**config.mk**
```make
export PLATFORM = sky130hd
export DESIGN_NAME = fetch_sequencer_flat
export DESIGN_NICKNAME = d
export VERILOG_FILES = /design/src/rtl/fetch_sequencer_pkg.sv /design/src/rtl/fetch_sequencer_if.sv /design/src/rtl/fetch_sequencer_redirect_pick.sv /design/src/rtl/fetch_sequencer.sv /design/src/flat_wrapper.sv
export SDC_FILE = /design/constraint.sdc
export NUM_CORES = 1
export LEC_CHECK = 0
export CORE_UTILIZATION = 51
export DETAILED_ROUTE_END_ITERATION = 7
export GPL_TIMING_DRIVEN = 0
export PLACE_DENSITY = 0.91
export SYNTH_ARGS = -nofsm -noshare
export SYNTH_HDL_FRONTEND = slang
export SYNTH_SLANG_ARGS = --single-unit
export TNS_END_PERCENT = 100
```
**constraint.sdc**
```tcl
create_clock -name clk -period 2.2 [get_ports clk]
set_input_delay 0.22 -clock clk [delete_from_list [all_inputs] [get_ports clk]]
set_output_delay 0.22 -clock clk [all_outputs]
set_load 0.05 [all_outputs]
```
**src/rtl/fetch_sequencer_pkg.sv**
```systemverilog
// Shared types and constants for the MIPS fetch PC sequencer.
// FETCH_DELAY_SLOT_EN selects delay-slot retirement instead of squash-on-redirect.
package mips_fetch_pkg;

  localparam logic [29:0] PC_INIT_W = 30'h0000_0C00;  // 32'h0000_3000 >> 2
  localparam logic [29:0] EXC_VEC_W = 30'h0000_1060;  // 32'h0000_4180 >> 2

  typedef enum logic {
    IDLE,
    WAIT
  } fetch_state_t;

  typedef enum logic [1:0] {
    NONE,
    BR,
    JR,
    EXC
  } redirect_src_t;

  // Whether a redirect from this source kills the fetch outstanding in the same cycle.
  function automatic logic squashes(input redirect_src_t src);
`ifdef FETCH_DELAY_SLOT_EN
    return src == EXC;
`else
    return src != NONE;
`endif
  endfunction

endpackage

```
**src/rtl/fetch_sequencer_if.sv**
```systemverilog
// Instruction-memory fetch port: request/address out, ack back in the same cycle as data.
interface fetch_sequencer_if;
  logic        imem_req;
  logic [29:0] imem_addr;
  logic        imem_ack;

  modport master (output imem_req, output imem_addr, input imem_ack);
  modport slave  (input imem_req, input imem_addr, output imem_ack);
endinterface

```
**src/rtl/fetch_sequencer_redirect_pick.sv**
```systemverilog
// Priority selection among the redirect sources: exception > jr > branch.
module redirect_pick
  import mips_fetch_pkg::*;
#(
  parameter logic [29:0] EXC_TARGET = EXC_VEC_W
) (
  input  logic          br_valid,
  input  logic [29:0]   br_target,
  input  logic          jr_valid,
  input  logic [29:0]   jr_target,
  input  logic          exc_valid,
  output logic          rd_valid,
  output redirect_src_t rd_src,
  output logic [29:0]   rd_target
);

  // NOTE: every output of a combinational block gets a default first, so no path infers a latch.
  always_comb begin
    rd_src    = NONE;
    rd_target = '0;
    if (exc_valid) begin
      rd_src    = EXC;
      rd_target = EXC_TARGET;
    end else if (jr_valid) begin
      rd_src    = JR;
      rd_target = jr_target;
    end else if (br_valid) begin
      rd_src    = BR;
      rd_target = br_target;
    end
  end

  assign rd_valid = (rd_src != NONE);

endmodule

```
**src/rtl/fetch_sequencer.sv**
```systemverilog
// Fetch PC sequencer: launches one imem request at a time, retires acked fetches to decode.
// Optional build macro FETCH_DELAY_SLOT_EN enables MIPS branch delay-slot behaviour.
module fetch_sequencer
  import mips_fetch_pkg::*;
#(
  parameter logic [31:0] PC_INIT = {PC_INIT_W, 2'b00},
  parameter logic [31:0] EXC_VEC = {EXC_VEC_W, 2'b00}
) (
  input  logic                      clk,
  input  logic                      reset,
  input  logic                      stall,
  input  logic                      br_valid,
  input  logic [29:0]               br_target,
  input  logic                      jr_valid,
  input  logic [29:0]               jr_target,
  input  logic                      exc_valid,
  fetch_sequencer_if.master         imem,
  output logic                      pc_valid,
  output logic [29:0]               pc_out
);

  localparam logic [29:0] PC_W  = PC_INIT[31:2];
  localparam logic [29:0] EXC_W = EXC_VEC[31:2];

  fetch_state_t  state_q, state_d;
  logic [29:0]   addr_q, addr_d;
  logic [29:0]   next_pc_q, next_pc_d;
  logic [29:0]   pend_tgt_q, pend_tgt_d;
  logic          pend_q, pend_d;
  logic          squash_q, squash_d;
  logic          pc_valid_d;
  logic [29:0]   pc_out_d;
  logic          rd_valid;
  redirect_src_t rd_src;
  logic [29:0]   rd_target;
  logic          acked, kill_now, launch;
  logic [29:0]   seq_pc;
`ifdef FETCH_DELAY_SLOT_EN
  logic          slot_owed_q, slot_owed_d;
`endif

  redirect_pick #(.EXC_TARGET(EXC_W)) u_pick (
    .br_valid  (br_valid),
    .br_target (br_target),
    .jr_valid  (jr_valid),
    .jr_target (jr_target),
    .exc_valid (exc_valid),
    .rd_valid  (rd_valid),
    .rd_src    (rd_src),
    .rd_target (rd_target)
  );

  assign acked          = (state_q == WAIT) && imem.imem_ack;
  assign kill_now       = (state_q == WAIT) && squashes(rd_src);
  assign imem.imem_req  = (state_q == WAIT);
  assign imem.imem_addr = addr_q;

  always_comb begin
    state_d    = state_q;
    addr_d     = addr_q;
    next_pc_d  = next_pc_q;
    pend_d     = pend_q;
    pend_tgt_d = pend_tgt_q;
    squash_d   = squash_q;
    pc_valid_d = 1'b0;
    pc_out_d   = pc_out;
    launch     = 1'b0;
    seq_pc     = next_pc_q;
`ifdef FETCH_DELAY_SLOT_EN
    slot_owed_d = slot_owed_q;
`endif

    // Latest redirect always replaces whatever target is still pending.
    if (rd_valid) begin
      pend_d     = 1'b1;
      pend_tgt_d = rd_target;
`ifdef FETCH_DELAY_SLOT_EN
      // With nothing in flight a branch owes one sequential fetch as its delay slot.
      slot_owed_d = (rd_src != EXC) && (state_q == IDLE);
`endif
    end
    if (kill_now && !acked) squash_d = 1'b1;

    case (state_q)
      IDLE: launch = !stall;
      WAIT: begin
        if (acked) begin
          if (!(squash_q || kill_now)) begin
            pc_valid_d = 1'b1;
            pc_out_d   = addr_q;
          end
          squash_d  = 1'b0;
          seq_pc    = addr_q + 30'd1;
          next_pc_d = seq_pc;
          launch    = !stall;
          if (stall) state_d = IDLE;
        end
      end
      default: state_d = IDLE;
    endcase

    if (launch) begin
      state_d = WAIT;
`ifdef FETCH_DELAY_SLOT_EN
      if (slot_owed_d) begin
        addr_d      = seq_pc;
        slot_owed_d = 1'b0;
      end else
`endif
      if (pend_d) begin
        addr_d = pend_tgt_d;
        pend_d = 1'b0;
      end else begin
        addr_d = seq_pc;
      end
    end
  end

  // NOTE: state registers use non-blocking assignments so every flop samples pre-edge values.
  always_ff @(posedge clk) begin
    if (reset) begin
      state_q    <= IDLE;
      addr_q     <= PC_W;
      next_pc_q  <= PC_W;
      pend_q     <= 1'b0;
      pend_tgt_q <= '0;
      squash_q   <= 1'b0;
      pc_valid   <= 1'b0;
      pc_out     <= PC_W;
`ifdef FETCH_DELAY_SLOT_EN
      slot_owed_q <= 1'b0;
`endif
    end else begin
      state_q    <= state_d;
      addr_q     <= addr_d;
      next_pc_q  <= next_pc_d;
      pend_q     <= pend_d;
      pend_tgt_q <= pend_tgt_d;
      squash_q   <= squash_d;
      pc_valid   <= pc_valid_d;
      pc_out     <= pc_out_d;
`ifdef FETCH_DELAY_SLOT_EN
      slot_owed_q <= slot_owed_d;
`endif
    end
  end

endmodule

```
**src/flat_wrapper.sv**
```systemverilog
// flat-port wrapper written by rule: the top's interface ports become plain ports
module fetch_sequencer_flat import mips_fetch_pkg::*;
#(
  parameter logic [31:0] PC_INIT = {PC_INIT_W, 2'b00},
  parameter logic [31:0] EXC_VEC = {EXC_VEC_W, 2'b00}
)
  (clk, reset, stall, br_valid, br_target, jr_valid, jr_target, exc_valid, pc_valid, pc_out, imem_imem_req, imem_imem_addr, imem_imem_ack);
  fetch_sequencer_if imem_i ();
  input  logic clk;
  input  logic reset;
  input  logic stall;
  input  logic br_valid;
  input  logic [29:0] br_target;
  input  logic jr_valid;
  input  logic [29:0] jr_target;
  input  logic exc_valid;
  output logic pc_valid;
  output logic [29:0] pc_out;
  output wire logic [$bits(imem_i.imem_req)-1:0] imem_imem_req;
  output wire logic [$bits(imem_i.imem_addr)-1:0] imem_imem_addr;
  input wire logic [$bits(imem_i.imem_ack)-1:0] imem_imem_ack;
  assign imem_imem_req = imem_i.imem_req;
  assign imem_imem_addr = imem_i.imem_addr;
  assign imem_i.imem_ack = imem_imem_ack;
  fetch_sequencer #(.PC_INIT(PC_INIT), .EXC_VEC(EXC_VEC)) u_core (.clk(clk), .reset(reset), .stall(stall), .br_valid(br_valid), .br_target(br_target), .jr_valid(jr_valid), .jr_target(jr_target), .exc_valid(exc_valid), .imem(imem_i), .pc_valid(pc_valid), .pc_out(pc_out));
endmodule
```
Word-level counts from Yosys, hierarchy flattened:

Index checks and enable logic that the tools add are counted.

* register bits after elaboration: 124
* input port bits: 67

* $add $sub $neg: 1
* mux-type cells: 21
* bitwise logic cells: 3
* reductions and logical operators: 10

Operators by type and width (count)
* $mux 30: 7
* $add 30x1->30 const B: 1
* $mux 1: 11
* $mux 2: 2
* $logic_and 1x1->1: 3
* $not 1->1: 3
* $reduce_and 3->1: 1
* $reduce_or 3->1: 1
* $logic_not 1->1: 2
* $pmux 1 s2: 1
* $reduce_bool 2->1: 1
* $reduce_or 2->1: 1
* $logic_or 1x1->1: 1

Depth between registers and ports, before layout:

Gate-level depths: netlist of run 1.

* word-level depth: 9
* mapped depth: 8
* mapped depth without buffers: 7

Modules after synthesis:

From an unflattened synthesis of run 1, not the netlist that was laid out.

* cells, all modules: 726
* area, all modules: 6078.3 µm²

Modules (own cells, without submodules)
* fetch_sequencer: instances 1, cells an instance 677, area an instance 5596.6 µm², sequential area each 2482.4 µm²
* redirect_pick: instances 1, cells an instance 49, area an instance 481.7 µm², sequential area each 0.0 µm²

Worst setup path before layout of run 1:

Ideal clock, no wire load.

* path type: reg-to-reg
* start: reg u_core.addr_q[8], in the netlist u_core.imem.imem_addr[8]
* end: reg u_core.addr_q[23], in the netlist u_core.imem.imem_addr[23]
* library setup time: 120 ps
* arrival time: 2258 ps
* required time: 2080 ps
* setup slack: -178 ps
* cell stages (with the launch flop): 8
* buffers on the path: 1
* period minus slack after synthesis: 2378 ps
* path through: dfxtp_1 > clkbuf_1 > and4_2 > nand3_2 > or4_1 > xnor2_1 > o211ai_1 > nand2_1

* word-level cells in the longest chain between the ends: 4

Ends and longest elaborated chain
* start, declared: RTL line fetch_sequencer.sv:26 `logic [29:0] addr_q, addr_d;`
* start signal, assigned: RTL line fetch_sequencer.sv:135 `addr_q <= addr_d;`
* $add 30x1->30: RTL line fetch_sequencer.sv:93 `seq_pc = addr_q + 30'd1;`
* $mux 30: RTL line fetch_sequencer.sv:87 `if (acked) begin`
* $mux 30: RTL line fetch_sequencer.sv:84 `case (state_q)`
* $mux 30: RTL line fetch_sequencer.sv:110 `if (pend_d) begin`

No other way between the ends.
A chain may end at the register's enable or synchronous reset.

Worst setup path after layout of run 1:

* start: in jr_valid
* end: reg u_core.addr_q[0], in the netlist u_core.imem.imem_addr[0]

* word-level cells in the longest chain between the ends: 5
* elaborated cells between the ends (all ways): 8

Ends and longest elaborated chain
* start, declared: RTL line flat_wrapper.sv:14 `input logic jr_valid;`
* $mux 2: RTL line fetch_sequencer_redirect_pick.sv:24 `end else if (jr_valid) begin`
* $mux 2: RTL line fetch_sequencer_redirect_pick.sv:21 `if (exc_valid) begin`
* $reduce_bool 2->1: RTL line fetch_sequencer_redirect_pick.sv:33 `assign rd_valid = (rd_src != NONE);`
* $mux 30 / $mux 1 (equally long branches): RTL line fetch_sequencer.sv:74 `if (rd_valid) begin`
* $mux 30 *: RTL line fetch_sequencer.sv:110

Mark *: on every way between the ends. The rest lies on a longest branch, timed or not.

==> results.md, run 1 <==
- Async set-reset flop share out of synthesis: 0
- CP startpoint kind: primary input
- CTS buffer count: 17
- Setup Crit Path Kind: primary input to flip-flop
- Layout cell share with drive strength beyond 1: 0.1309
- Initial antenna violation count: 0
- Final Hold Fails: 0
- Clock Tree Buf Depth: 2
- Tot GR Track Use: 0.3462
- Num rows: 38
- Vias in the first global route: 6117
- #FFs+latches synth: 124
- Largest net degree at the start of global routing: 17
- Worst Skew: 0.009314 ns
- # setup viols final: 0
- Post-synth EDFFs: 0
- DRC Markers: 0
- Crit-path leading delay family: buffers and inverters
- Detail Route Antenna Nets: 0
- Finished Core Util: 0.7275
- LEAKAGE: 2.984 nW
- Max-cap violations: 0
- CP arrival: 2.48 ns
- Synth Warn #: 0
- CTS root buf: clkbuf_16
- First-pass GRT wire length: 31090 µm
- Cell Area, Placed: 0.007336 mm²
- CTS Hold Bufs: 0
- HPWL after detailed placement: 13760 µm
- Final net count: 926
- Hold Crit Class: primary input to flip-flop
- CP max stage delay: 0.48 ns
- Die height: 109.3 µm
- Via density per instance: 6.279
- GP Congestion: 0.9533
- Clk sink count: 124
- P&R area growth vs syn: 36.61%
- Die X: 109.3 µm
- CP Max Fanout: 10
- TritonRoute pass-1 iters: 5
- Relative slew slack: 0.5336
- Measured slew at the worst slew-check pin: 0.6996 ns
- Syn Area/Cell: 8.239 µm²
- Syn Inst Count: 713
- Distinct cell type count of the synthesized netlist: 60
- Iteration-0 DRC count of the detailed router: 639
- Die area: 0.01195 mm²
- Maximum level of the CTS H-tree: 4
- Max IR drop VDD: 0.5249 mV
- Remaining global-route overflow: 0
- Post-route minimum period: 2.151 ns
- Post-Syn Nets: 781
- CP Capture Type: flip-flop
- Number of inserted diodes: 0
- CP cell instances: clkdlybuf4s50_1, or3_4, or2_1, buf_2, clkbuf_4, o31ai_1, a21oi_1, nor3_2
- Post-Route WL: 20050 µm
- Clk slew on worst S/H paths: 0.06 ns
- Routed len/inst: 19.83 µm
- Final period utilization: 0.9775
- Initial core utilization: 0.5326
- Num ports: 129
- Fmax: 0.4650 GHz
- Post-route cell area: 0.008025 mm²
- Power Density: 780.9 mW/mm²
- Sequential-to-total area share from yosys stat: 0.4226
- Mapped cell area: 0.005874 mm²
- Vias post-DR: 6348
- Crit path buffers/inverters: 3
- CP max-delay cell: clkdlybuf4s50_1
- CTS tree: done
- Port Buf Inserts: 126
- Pins Over Slew Limit: 0
- Synth Flop Type: dfxtp_1
- CP required: 2.52 ns
- Status: finished clean
- Clk_lat worst skew: 0.42 ns
- Core ar.: 0.01103 mm²
## logic make-up (layout without fill, tap and decap cells)
family / Yosys count / after routing / share of synthesized area
AO/OA/AOI/OAI: 167 / 167 / 0.1847
XOR/XNOR: 19 / 19 / 0.02833
AND/OR/NAND/NOR: 300 / 300 / 0.2496
flip-flops: 124 / 124 / 0.4226
buffers and inverters: 69 / 227 / 0.05495
adder cells (fa/ha/maj): 1 / 1 / 0.002130
multiplexers: 33 / 33 / 0.05772
## repair_timing
item | CTS | global route
endpoints found under the setup margin | 57 | 55
pin swaps | 0 | 1
setup buffers | 0 | 2
cloned | 0 | 0
resized for setup | 9 | 36
endpoints found under the hold margin | 0 | 0
## final timing paths
| path | startpoint | to | slack, ns | cells past startpoint |
|---|---|---|---|---|
| worst min-delay path | exc_valid | u_core.pend_tgt_q[29]$_SDFF_PP0_ | 0.31 | 3 |
| worst min register to register | u_core.pc_out[24]$_SDFFE_PP0P_ | u_core.pc_out[24]$_SDFFE_PP0P_ | 0.45 | 2 |
| worst max register to register | u_core.imem.imem_addr[2]$_SDFFE_PP0P_ | u_core.imem.imem_addr[19]$_SDFFE_PP0P_ | 0.09 | 7 |
| worst max-delay path | jr_valid | u_core.imem.imem_addr[0]$_SDFFE_PP0P_ | 0.05 | 8 |
## layer usage
metal | vias to the layer above | share of wire | global-route usage
li1 | 2821 | - | -
met4 | 0 | 0.057 | 0.1952
met5 | - | 0 | 0
met2 | 492 | 0.46 | 0.5557
met3 | 117 | 0.11 | 0.1014
met1 | 2918 | 0.37 | 0.4142
## metrics by stage
| step | setup TNS, ns | total power [mW] | cells | setup WS [ns] | hold slack [ns] |
|---|---|---|---|---|---|
| 2_1_floorplan | 0 | 3.069 | 713 | 0.01107 | 0.3119 |
| 3_3_place_gp | -23.58 | 3.435 | 979 | -0.6749 | 0.4419 |
| 3_5_place_dp | -25.54 | 3.455 | 979 | -0.6456 | 0.4469 |
| 4_1_cts | 0 | 6.216 | 1009 | 0.001947 | 0.3408 |
| 5_1_grt | -0.002621 | 6.435 | 1011 | -0.002621 | 0.3504 |
| 6_report | 0 | 6.267 | 1011 | 0.04939 | 0.3140 |
## tightest hold or removal path, cell delays in order
cell and delay [ns]:
dlymetal6s2s_1 0.24, nand2b_1 0.19, nor2_1 0.04
## area by class of cell
class	count	area (µm²)
multi-input combinational	520	3141
fill	794	3005
sequential	124	2511
timing repair buffer	128	1279
clock buffer	20	436.7
buffer	60	309.0
tap	140	175.2
clock inverter	12	147.6
inverter	7	26.28
## cells in the mapped netlist, types with 7 or more instances
library cell / number / area share
dfxtp_1: 124 / 0.42
nand2_1: 100 / 0.064
nor2_1: 65 / 0.042
a21oi_1: 52 / 0.044
clkbuf_1: 45 / 0.029
o21ai_0: 39 / 0.033
nor3_1: 31 / 0.026
mux2i_1: 26 / 0.044
nand2b_1: 24 / 0.026
a211oi_1: 17 / 0.022
xnor2_1: 16 / 0.024
nor4_1: 15 / 0.016
nand3_1: 13 / 0.011
nor2b_1: 12 / 0.013
nand4_1: 11 / 0.012
o211ai_1: 8 / 0.010
a31oi_1: 7 / 0.0075
## registers in the layout, summed over array words and instances (netlist names)
name                   count
u_core.pend_tgt_q         30
u_core.pc_valid            1
u_core.pend_q              1
u_core.pc_out             30
u_core.squash_q            1
u_core.imem.imem_addr     30
u_core.imem.imem_req       1
u_core.next_pc_q          30
## power breakdown
group / internal (mW) / switching (mW)
sequential: 2.36 / 0.112
combinational: 0.393 / 0.601
clock: 1.77 / 1.03
## layout by cell type, fill, tap and decap left out, types with 7 or more instances in the layout
master / instances
clkbuf_16: 17
o21ai_0: 39
clkbuf_1: 32
buf_2: 7
a21oi_1: 52
dfxtp_1: 105
nor3_1: 29
nor2_1: 64
dfxtp_2: 17
a211oi_1: 17
nor4_1: 14
a31oi_1: 7
xnor2_1: 16
o211ai_1: 8
mux2i_1: 26
nand2_1: 99
nor2b_1: 12
clkdlybuf4s50_1: 125
nand4_1: 11
nand2b_1: 24
clkbuf_2: 11
nand3_1: 11
Note: power is estimated with default switching activity, not from simulation.
==> inputs of run 2 (changes only) <==
CAP_MARGIN = 20   (was not set)
SKIP_CTS_REPAIR_TIMING = 1   (was not set)
==> run 2 against run 1 <==
The flow now finishes with violations (setup timing). Power decreased by 0.14%. Clock-buffer cell count unchanged. Global-route usage decreased by 0.10 points. Sequential share of layout area increased by 0.088 points. Via count decreased by 0.63%. Setup slack got worse by 0.052 ns. Sequential power about the same. Combinational power about the same. First-iteration DRC count increased by 13%.
==> results.md, run 2 (same netlist as run 1, synthesis figures left out) <==
- Status: finished, violations left (was finished clean)
- Failing checks: setup timing
- Sequential cell area: 0.002511 mm² (unchanged)
- CP startpoint kind: primary input (unchanged)
- Post-Route WL: 19900 µm (was 20050 µm)
- Worst Skew: 0.005454 ns (was 0.009314 ns)
- Hold Crit Class: primary input to flip-flop (unchanged)
- Post-route minimum period: 2.202 ns (was 2.151 ns)
- P&R area growth vs syn: 36.23% (was 36.61%)
- CP arrival: 2.52 ns (was 2.48 ns)
- Most frequent cells in the layout: 126 x clkdlybuf4s50_1, 105 x dfxtp_1, 99 x nand2_1, 64 x nor2_1, 52 x a21oi_1 (was 125 x clkdlybuf4s50_1, 105 x dfxtp_1, 99 x nand2_1, 64 x nor2_1, 52 x a21oi_1)
- Layout cell share with drive strength beyond 1: 0.1276 (was 0.1309)
- TritonRoute pass-1 iters: 7 (was 5)
- CP cell instances: clkdlybuf4s50_1, or3_4, or2_1, clkbuf_2, clkbuf_4, o31ai_1, a21oi_1, nor3_2 (was clkdlybuf4s50_1, or3_4, or2_1, buf_2, clkbuf_4, o31ai_1, a21oi_1, nor3_2)
- Clk slew on worst S/H paths: 0.06 ns (about the same)
- Vias in the first global route: 6149 (was 6117)
- Reg2Reg Setup Slack: 0.06 ns (was 0.09 ns)
- Crit path buffers/inverters: 3 (unchanged)
- Min setup slack post-route: -0.002187 ns (was 0.04939 ns)
- Die area: 0.01195 mm² (unchanged)
- Worst hold path cell count: 3 (unchanged)
- Initial core utilization: 0.5326 (unchanged)
- Via density per instance: 6.246 (was 6.279)
- Final net count: 925 (was 926)
- Remaining global-route overflow: 0 (unchanged)
- Worst r2r src: u_core.imem.imem_addr[8]$_SDFFE_PP0P_ (was u_core.imem.imem_addr[2]$_SDFFE_PP0P_)
- Worst slack, placed: -0.6456 ns (unchanged)
- Reg2reg end: u_core.imem.imem_addr[19]$_SDFFE_PP0P_ (unchanged)
- Num rows: 38 (unchanged)
- CP max-delay cell: clkdlybuf4s50_1 (unchanged)
- Pins Over Slew Limit: 0 (unchanged)
- Crit-path leading delay family: buffers and inverters (unchanged)
- Detail Route Antenna Nets: 0 (unchanged)
- Tot GR Track Use: 0.3452 (was 0.3462)
- Die height: 109.3 µm (unchanged)
- Initial antenna violation count: 0 (unchanged)
- Core ar.: 0.01103 mm² (unchanged)
- Die X: 109.3 µm (unchanged)
- Num ports: 129 (unchanged)
- CP max stage delay: 0.53 ns (was 0.48 ns)
- # setup viols final: 1 (was 0)
- Iteration-0 DRC count of the detailed router: 720 (was 639)
- CP required: 2.52 ns (about the same)
- CTS root buf: clkbuf_16 (unchanged)
- Unrepaired setup endpoints after global routing: yes
- Power Density: 782.0 mW/mm² (was 780.9 mW/mm²)
- Clock Tree Buf Depth: 2 (unchanged)
- Final Hold Fails: 0 (unchanged)
- Clk sink count: 124 (unchanged)
- Max-cap violations: 0 (unchanged)
- HPWL after detailed placement: 13760 µm (unchanged)
- Fmax: 0.4541 GHz (was 0.4650 GHz)
- Max IR drop VDD: 0.5262 mV (was 0.5249 mV)
- CTS buffer count: 17 (unchanged)
- Largest net degree at the start of global routing: 17 (unchanged)
- CP Capture Type: flip-flop (unchanged)
- Finished Core Util: 0.7255 (was 0.7275)
- Vias post-DR: 6308 (was 6348)
- Hold Path Origin: reset (was exc_valid)
- Cells on worst reg2reg path: 7 (unchanged)
- LEAKAGE: 2.967 nW (was 2.984 nW)
- Measured slew at the worst slew-check pin: 0.7338 ns (was 0.6996 ns)
- DRC Markers: 0 (unchanged)
- Relative slew slack: 0.5108 (was 0.5336)
- Clk_lat worst skew: 0.41 ns (was 0.42 ns)
- Hold EP: u_core.imem.imem_addr[6]$_SDFFE_PP0P_ (was u_core.pend_tgt_q[29]$_SDFF_PP0_)
- CP Max Fanout: 10 (unchanged)
- First-pass GRT wire length: 30990 µm (was 31090 µm)
- Commonest non-fill, non-tap cell in the layout: clkdlybuf4s50_1 (unchanged)
- Number of inserted diodes: 0 (unchanged)
- Routed len/inst: 19.70 µm (was 19.83 µm)
- Setup Crit Path Kind: primary input to flip-flop (unchanged)
- Final period utilization: 1.001 (was 0.9775)
- CTS tree: done (unchanged)
- Multi-input logic area: 0.003128 mm² (was 0.003141 mm²)
- Filler cell count: 804 (was 794)
- Maximum level of the CTS H-tree: 4 (unchanged)
- Port Buf Inserts: 126 (unchanged)
- GP Congestion: 0.9533 (unchanged)
==> run 2: final cells by class <==
| cell class | count | area share |
|---|---|---|
| multi-input cells | 520 | 0.3909 |
| flip-flops and latches | 124 | 0.3138 |
| repair buffers | 127 | 0.1585 |
| clock buffers | 20 | 0.05457 |
| plain buffers | 60 | 0.03862 |
| well taps | 140 | 0.02189 |
| clock inverters | 12 | 0.01845 |
| inverters | 7 | 0.003283 |
==> run 2: worst register-to-register path: cells and delay by family, from the launching register on <==
kind / cells / cell delay, ns
xor+xnor: 1 / 0.20
compound gates: 2 / 0.38
flops: 1 / 0.33
simple gates: 3 / 0.88
buf+inv: 1 / 0.23
==> run 2: worst max-delay path by stage <==
stage,startpoint,end,slack (ns),cells after the start
global route,exc_valid,u_core.imem.imem_addr[0]$_SDFFE_PP0P_,-0.07,8
finish,exc_valid,u_core.imem.imem_addr[0]$_SDFFE_PP0P_,-0.002,8
floorplan,u_core.imem.imem_addr[23]$_SDFFE_PP0P_,u_core.imem.imem_addr[28]$_SDFFE_PP0P_,0.01,5
CTS,jr_valid,u_core.imem.imem_addr[4]$_SDFFE_PP0P_,-0.33,7
detailed placement,exc_valid,u_core.imem.imem_addr[0]$_SDFFE_PP0P_,-0.65,8
global placement,exc_valid,u_core.imem.imem_addr[0]$_SDFFE_PP0P_,-0.67,8
==> run 2: metal layers <==
layer | track usage | wire, µm | vias to the layer above
met5 | 0 | 0 | -
met4 | 0.1962 | 1170 | 0
met3 | 0.1067 | 2245 | 122
met2 | 0.5512 | 9178 | 510
met1 | 0.4112 | 7307 | 2852
li1 | - | - | 2824
==> run 2: per-stage QoR <==
step	instance area [µm²]	instances	power (mW)	setup TNS, ns	hold WS (ns)
3_3_place_gp	7336	979	3.435	-23.58	0.4419
5_1_grt	8003	1010	6.435	-0.06824	0.4323
6_report	8003	1010	6.258	-0.002187	0.3769
4_1_cts	7920	1011	6.212	-7.573	0.3408
3_5_place_dp	7336	979	3.455	-25.54	0.4469
2_1_floorplan	5899	713	3.069	0	0.3119
==> run 2: power breakdown <==
part	total, mW	internal (mW)	switching [mW]
combinational	0.992	0.393	0.600
sequential	2.47	2.36	0.112
clock	2.80	1.77	1.02
